File: config.mk
export PLATFORM = sky130hd
export DESIGN_NAME = axicb_rr_prio_arbiter
export DESIGN_NICKNAME = d
export VERILOG_FILES = /design/src/rtl/axicb_pkg.sv /design/src/rtl/axicb_rr_layer.sv /design/src/rtl/axicb_rr_prio_arbiter.sv
export SDC_FILE = /design/constraint.sdc
export NUM_CORES = 1
export LEC_CHECK = 0
export BUFFER_PORTS_ARGS = -buffer_cell sky130_fd_sc_hd__buf_2
export CELL_PAD_IN_SITES_DETAIL_PLACEMENT = 1
export CELL_PAD_IN_SITES_GLOBAL_PLACEMENT = 2
export CORE_MARGIN = 4
export CORE_UTILIZATION = 41
export CTS_CLUSTER_SIZE = 24
export DETAILED_ROUTE_END_ITERATION = 12
export PLACE_DENSITY = 0.82
export SYNTH_ARGS = -nofsm -noshare
export SYNTH_HDL_FRONTEND = slang
export SYNTH_HIERARCHICAL = 1
export SYNTH_SLANG_ARGS = --single-unit
File: constraint.sdc
create_clock -name aclk -period 8 [get_ports aclk]
set_input_delay 1.2 -clock aclk [delete_from_list [all_inputs] [get_ports aclk]]
set_output_delay 1.2 -clock aclk [all_outputs]
set_load 0.1 [all_outputs]
File: src/rtl/axicb_pkg.sv
// axicb_pkg: shared constants, types and helpers for the crossbar arbiters
package axicb_pkg;

    localparam int PRIO_W   = 2;
    localparam int LAYER_NB = 5;

    typedef logic [PRIO_W-1:0] prio_t;

    // Layer index doubles as evaluation order: U first, P0 last
    typedef enum logic [2:0] {
        L_U  = 3'd0,
        L_P3 = 3'd1,
        L_P2 = 3'd2,
        L_P1 = 3'd3,
        L_P0 = 3'd4
    } layer_e;

    // Encodes a one-hot (or zero) vector of up to 32 bits into its index
    function automatic logic [4:0] onehot2idx(input logic [31:0] oh);
        onehot2idx = '0;
        for (int i = 0; i < 32; i++)
            if (oh[i]) onehot2idx |= 5'(i);
    endfunction

endpackage

File: src/rtl/axicb_rr_layer.sv
// axicb_rr_layer: one priority layer of the arbiter, round-robin pick with its own mask
module axicb_rr_layer
    import axicb_pkg::*;
#(
    parameter int REQ_NB = 4
) (
    input  logic              aclk,
    input  logic              aresetn,
    input  logic              srst,
    input  logic [REQ_NB-1:0] members,
    input  logic              upd,
    output logic [REQ_NB-1:0] grant,
    output logic              any
);

    logic [REQ_NB-1:0] mask;
    logic [REQ_NB-1:0] masked;
    logic [REQ_NB-1:0] pick;

    // Masked candidates first, wrap to all members; srst behaves as an all-ones mask
    always_comb begin
        masked = mask & members;
        pick   = (!srst && |masked) ? masked : members;
        grant  = pick & (~pick + REQ_NB'(1));
        any    = |members;
    end

    // Keep only indices above the winner; the top index wraps the mask back to all ones
    always_ff @(posedge aclk or negedge aresetn)
        if (!aresetn)
            mask <= '1;
        else if (srst || (upd && grant[REQ_NB-1]))
            mask <= '1;
        else if (upd)
            mask <= ~(grant | (grant - REQ_NB'(1)));

endmodule

File: src/rtl/axicb_rr_prio_arbiter.sv
// axicb_rr_prio_arbiter: priority-layered round-robin arbiter with starvation aging
module axicb_rr_prio_arbiter
    import axicb_pkg::*;
#(
    parameter int REQ_NB  = 4,
    parameter int AGE_MAX = 15
) (
    input  logic                      aclk,
    input  logic                      aresetn,
    input  logic                      srst,
    input  logic                      en,
    input  logic [REQ_NB-1:0]         req,
    input  logic [2*REQ_NB-1:0]       prio,
    output logic [REQ_NB-1:0]         grant,
    output logic [$clog2(REQ_NB)-1:0] grant_id,
    output logic                      grant_urgent
);

    localparam int ID_W  = $clog2(REQ_NB);
    localparam int AGE_W = AGE_MAX > 0 ? $clog2(AGE_MAX + 1) : 1;

    logic [AGE_W-1:0]    age     [REQ_NB];
    logic [REQ_NB-1:0]   urgent;
    logic [REQ_NB-1:0]   members [LAYER_NB];
    logic [REQ_NB-1:0]   lgrant  [LAYER_NB];
    logic [LAYER_NB-1:0] lany;
    logic [LAYER_NB-1:0] lupd;
    layer_e              win;
    logic                accept;

    // Aged requesters form the urgent layer; srst makes all ages read as zero
    always_comb begin
        urgent = '0;
        for (int i = 0; i < REQ_NB; i++)
            urgent[i] = (AGE_MAX != 0) && !srst && req[i] && age[i] == AGE_W'(AGE_MAX);
    end

    // Non-urgent requesters are sorted into P3..P0 by their current priority
    always_comb begin
        members[L_U] = urgent;
        for (int l = 1; l < LAYER_NB; l++)
            for (int i = 0; i < REQ_NB; i++)
                members[l][i] = req[i] && !urgent[i] && prio[PRIO_W*i +: PRIO_W] == prio_t'(LAYER_NB - 1 - l);
    end

    for (genvar l = 0; l < LAYER_NB; l++) begin : g_layer
        axicb_rr_layer #(.REQ_NB(REQ_NB)) u_layer (
            .aclk    (aclk),
            .aresetn (aresetn),
            .srst    (srst),
            .members (members[l]),
            .upd     (lupd[l]),
            .grant   (lgrant[l]),
            .any     (lany[l])
        );
        assign lupd[l] = accept && win == layer_e'(l);
    end

    // Highest non-empty layer wins; an empty P0 yields a zero grant
    always_comb begin
        win = L_P0;
        for (int l = LAYER_NB - 1; l >= 0; l--)
            if (lany[l]) win = layer_e'(l);
    end

    // Output encode and round acceptance
    always_comb begin
        grant        = lgrant[win];
        grant_id     = ID_W'(onehot2idx(32'(grant)));
        grant_urgent = lany[L_U];
        accept       = en && |grant && !srst;
    end

    // Ages: cleared when idle or granted, saturating count while losing accepted rounds
    always_ff @(posedge aclk or negedge aresetn)
        if (!aresetn)
            for (int i = 0; i < REQ_NB; i++) age[i] <= '0;
        else
            for (int i = 0; i < REQ_NB; i++)
                age[i] <= (srst || !req[i] || (accept && grant[i])) ? '0 :
                          (accept && age[i] != AGE_W'(AGE_MAX)) ? age[i] + AGE_W'(1) : age[i];

endmodule

==> metrics <==
largest net degree at the start of global routing=between 40 and 50; Tightest Pin Transition=~0.83 ns; Netlist Area Pre-Place=3070 sq um; Buf/Inv on CP=2; data arrival time of the worst path=about 4.8 ns; CTS tree=built; area grow syn2layout=9.01%; DRT iter0 DRCs=between 100 and 150; # Post-CTS Setup Buffers=0; Max VDD drop=0.0569 mV; drt drc=0; Slew headroom=0.447; clock skew=roughly 0.011 ns; leak pwr=about 1.2 nW; Cells after Synth=roughly 340; Initial Util=0.423; Final ANT Viol Nets=0; WP data required=approximately 6.8 ns; CP max-delay cell=nor3b_1; dpl cells=around 460; unrepaired setup endpoints after global routing=no; Slew Viols, Final=0; clock sinks=36; vias=2820; Pre-Repair DR Iteration Count=4; Detailed Place HPWL=6.56 mm; antenna cell count=0; EDFF count, synth=0; CP delay by family, top=compound AO/OA/AOI/OAI gates; Boundary Pins=23; Tmin final=5.97 ns; Clock Latency Late Sink=~0.30 ns; die area=8940 sq um; Post-CTS Resized=0; Top FF cell, synth=dfstp_2; TNS Setup=0 ns; Worst setup SP type=primary input; fin crit share=0.746; top cell type's share of synthesized area=0.171; first-pass GRT wire length=roughly 15 mm; pwr dens=143 nW/um^2; H-tree depth=2; register area share after synthesis=0.302; initial antenna violation count=0; largest cells by area after synthesis=dfstp_2 (17%), dfrtp_1 (13%), nor2_1 (4.2%); final worst slack=a little over 2 ns; fin cells=between 400 and 500; Final setup viols=0; share of cells above drive strength 1=0.267; Netlist cell types=57; fillers=roughly 890; total power=about 0.48 mW; routed len/inst=between 15 and 20 um; Clock Tree Buf Depth=2; total track usage=0.205; fin nets=between 300 and 400; post-synth net total=364; Largest stage delay, worst path=a little under 0.6 ns; PortBufs=22; Synth Warn #=6; Max Clk Rate=~170 MHz; max_cap viols=0; vias in the first global route=around 2900; GP Congestion=about 0.8; hold buffers post-CTS=0; Multi-input gate area=just over 2000 sq um; asr flop ratio synth=1.00; die height=94.5 um; grt ovf=0; root buffer cell=clkbuf_8; Die Wd=94.5 um; Synth Area per Inst=just under 9 sq um; top cell type by total area after synthesis=dfstp_2; crit path kind=in -> out; Final Hold Fails=0; core area=7250 sq um; worst-path maximum fanout=40; status=completed; worst path cell trace=buf_2, o21ai_0, nor3b_1, a22oi_2, o31ai_1, and4_1, o221ai_1, a31oi_1, or2_2, buf_2; # rows=31; CP endpoint kind=output port; most used cell, CP=buf_2; Avg Vias per Cell=6.05; Layout Utilization=0.461; register area=926 sq um; drt total wl=~8.6 mm; clock transition at the registers of the reported paths=~0.09 ns; min-delay worst type=reg -> reg; TritonCTS buffer count=5; Synth Register Bits=36; DP Worst Slack=around 2 ns
==> flip-flops by register name, summed over array words and instances, names as in the netlist <==
name and count:
age 16, g_layer.u_layer/mask 20
==> stage by stage <==
step,hold slack (ns),area [sq um]
finish,0.530,3350
CTS,0.530,3350
floorplan,0.476,3070
detailed placement,0.515,3250
global route,0.559,3350
global placement,0.505,3250
==> metal layers <==
layer / track usage / up-vias / routed length (um)
li1: - / 1368 / -
met1: 0.277 / 1413 / 4230
met2: 0.347 / 27 / 4110
met3: 0.0287 / 12 / 153
met4: 0.0457 / 0 / 94
met5: 0 / - / 0
==> area by class of cell <==
type | count | share of cell area
inverters | 13 | 0.0146
well taps | 99 | 0.0370
repair buffers | 25 | 0.0396
clock inverters | 1 | 0.00224
clock buffers | 7 | 0.0258
flip-flops and latches | 36 | 0.277
multi-input cells | 285 | 0.604
==> cell usage in the layout (no fill, tap or decap), drive strengths merged, types with 10 or more instances in the layout <==
| master | netlist | final |
|---|---|---|
| nand2 | 22 | 22 |
| o21ai | 25 | 25 |
| dfstp | 20 | 20 |
| nand2b | 11 | 11 |
| inv | 13 | 13 |
| a22oi | 10 | 10 |
| or2 | 12 | 12 |
| buf | 10 | 25 |
| dfrtp | 16 | 16 |
| nor2 | 36 | 36 |
| a21oi | 13 | 13 |
| o31ai | 14 | 14 |
==> cell families after synthesis <==
group | Yosys count | synth area share
AO/OA/AOI/OAI | 132 | 0.365
AND/OR/NAND/NOR | 149 | 0.278
buffers and inverters | 23 | 0.0399
flip-flops | 36 | 0.302
adder cells (fa/ha/maj) | 4 | 0.0163
==> power by group <==
group / internal, mW / switching (mW)
Sequential: 0.189 / 0.00552
Combinational: 0.0362 / 0.105
Clock: 0.0701 / 0.0721
==> cell usage after synthesis (4+ instances only) <==
library cell  number
o211ai_1           4
o311a_1            4
o21ai_1           15
nand2b_1           6
o41a_1             5
a211o_1            5
o2111ai_2          5
or3_1              9
a21oi_2            4
o41ai_1            4
nand2b_2           5
nor2_1            34
o31ai_1           14
nand3_1            9
dfrtp_1           16
a22oi_2           10
and3_2             4
buf_2              5
and3b_1            5
nand2_1           22
o21bai_1           9
a21bo_1            5
inv_1             13
and3_1             4
or2_1              5
dfstp_2           20
a211oi_1           5
and2_1             5
a21oi_1            9
o21ai_0           10
or2_0              5
ha_1               4
or4_1              5
a41oi_1            5
nor3b_1            7
and4_1             5
nor2b_1            5
==> path summary, 6_finish.rpt <==
| path | startpoint | slack [ns] | cells after the start | to |
|---|---|---|---|---|
| min in group asynchronous | aresetn | 0.99 | 1 | age[12] |
| max in group asynchronous | aresetn | 6.48 | 1 | age[5] |
| setup reg to reg | age[4] | 3.36 | 13 | g_layer[1].u_layer/mask[1] |
| hold reg to reg | age[15] | 0.53 | 1 | age[15] |
| setup / recovery | srst | 2.03 | 10 | grant_id[1] |
| hold / removal | age[15] | 0.53 | 1 | age[15] |
Note: power is estimated with default switching activity, not from simulation.
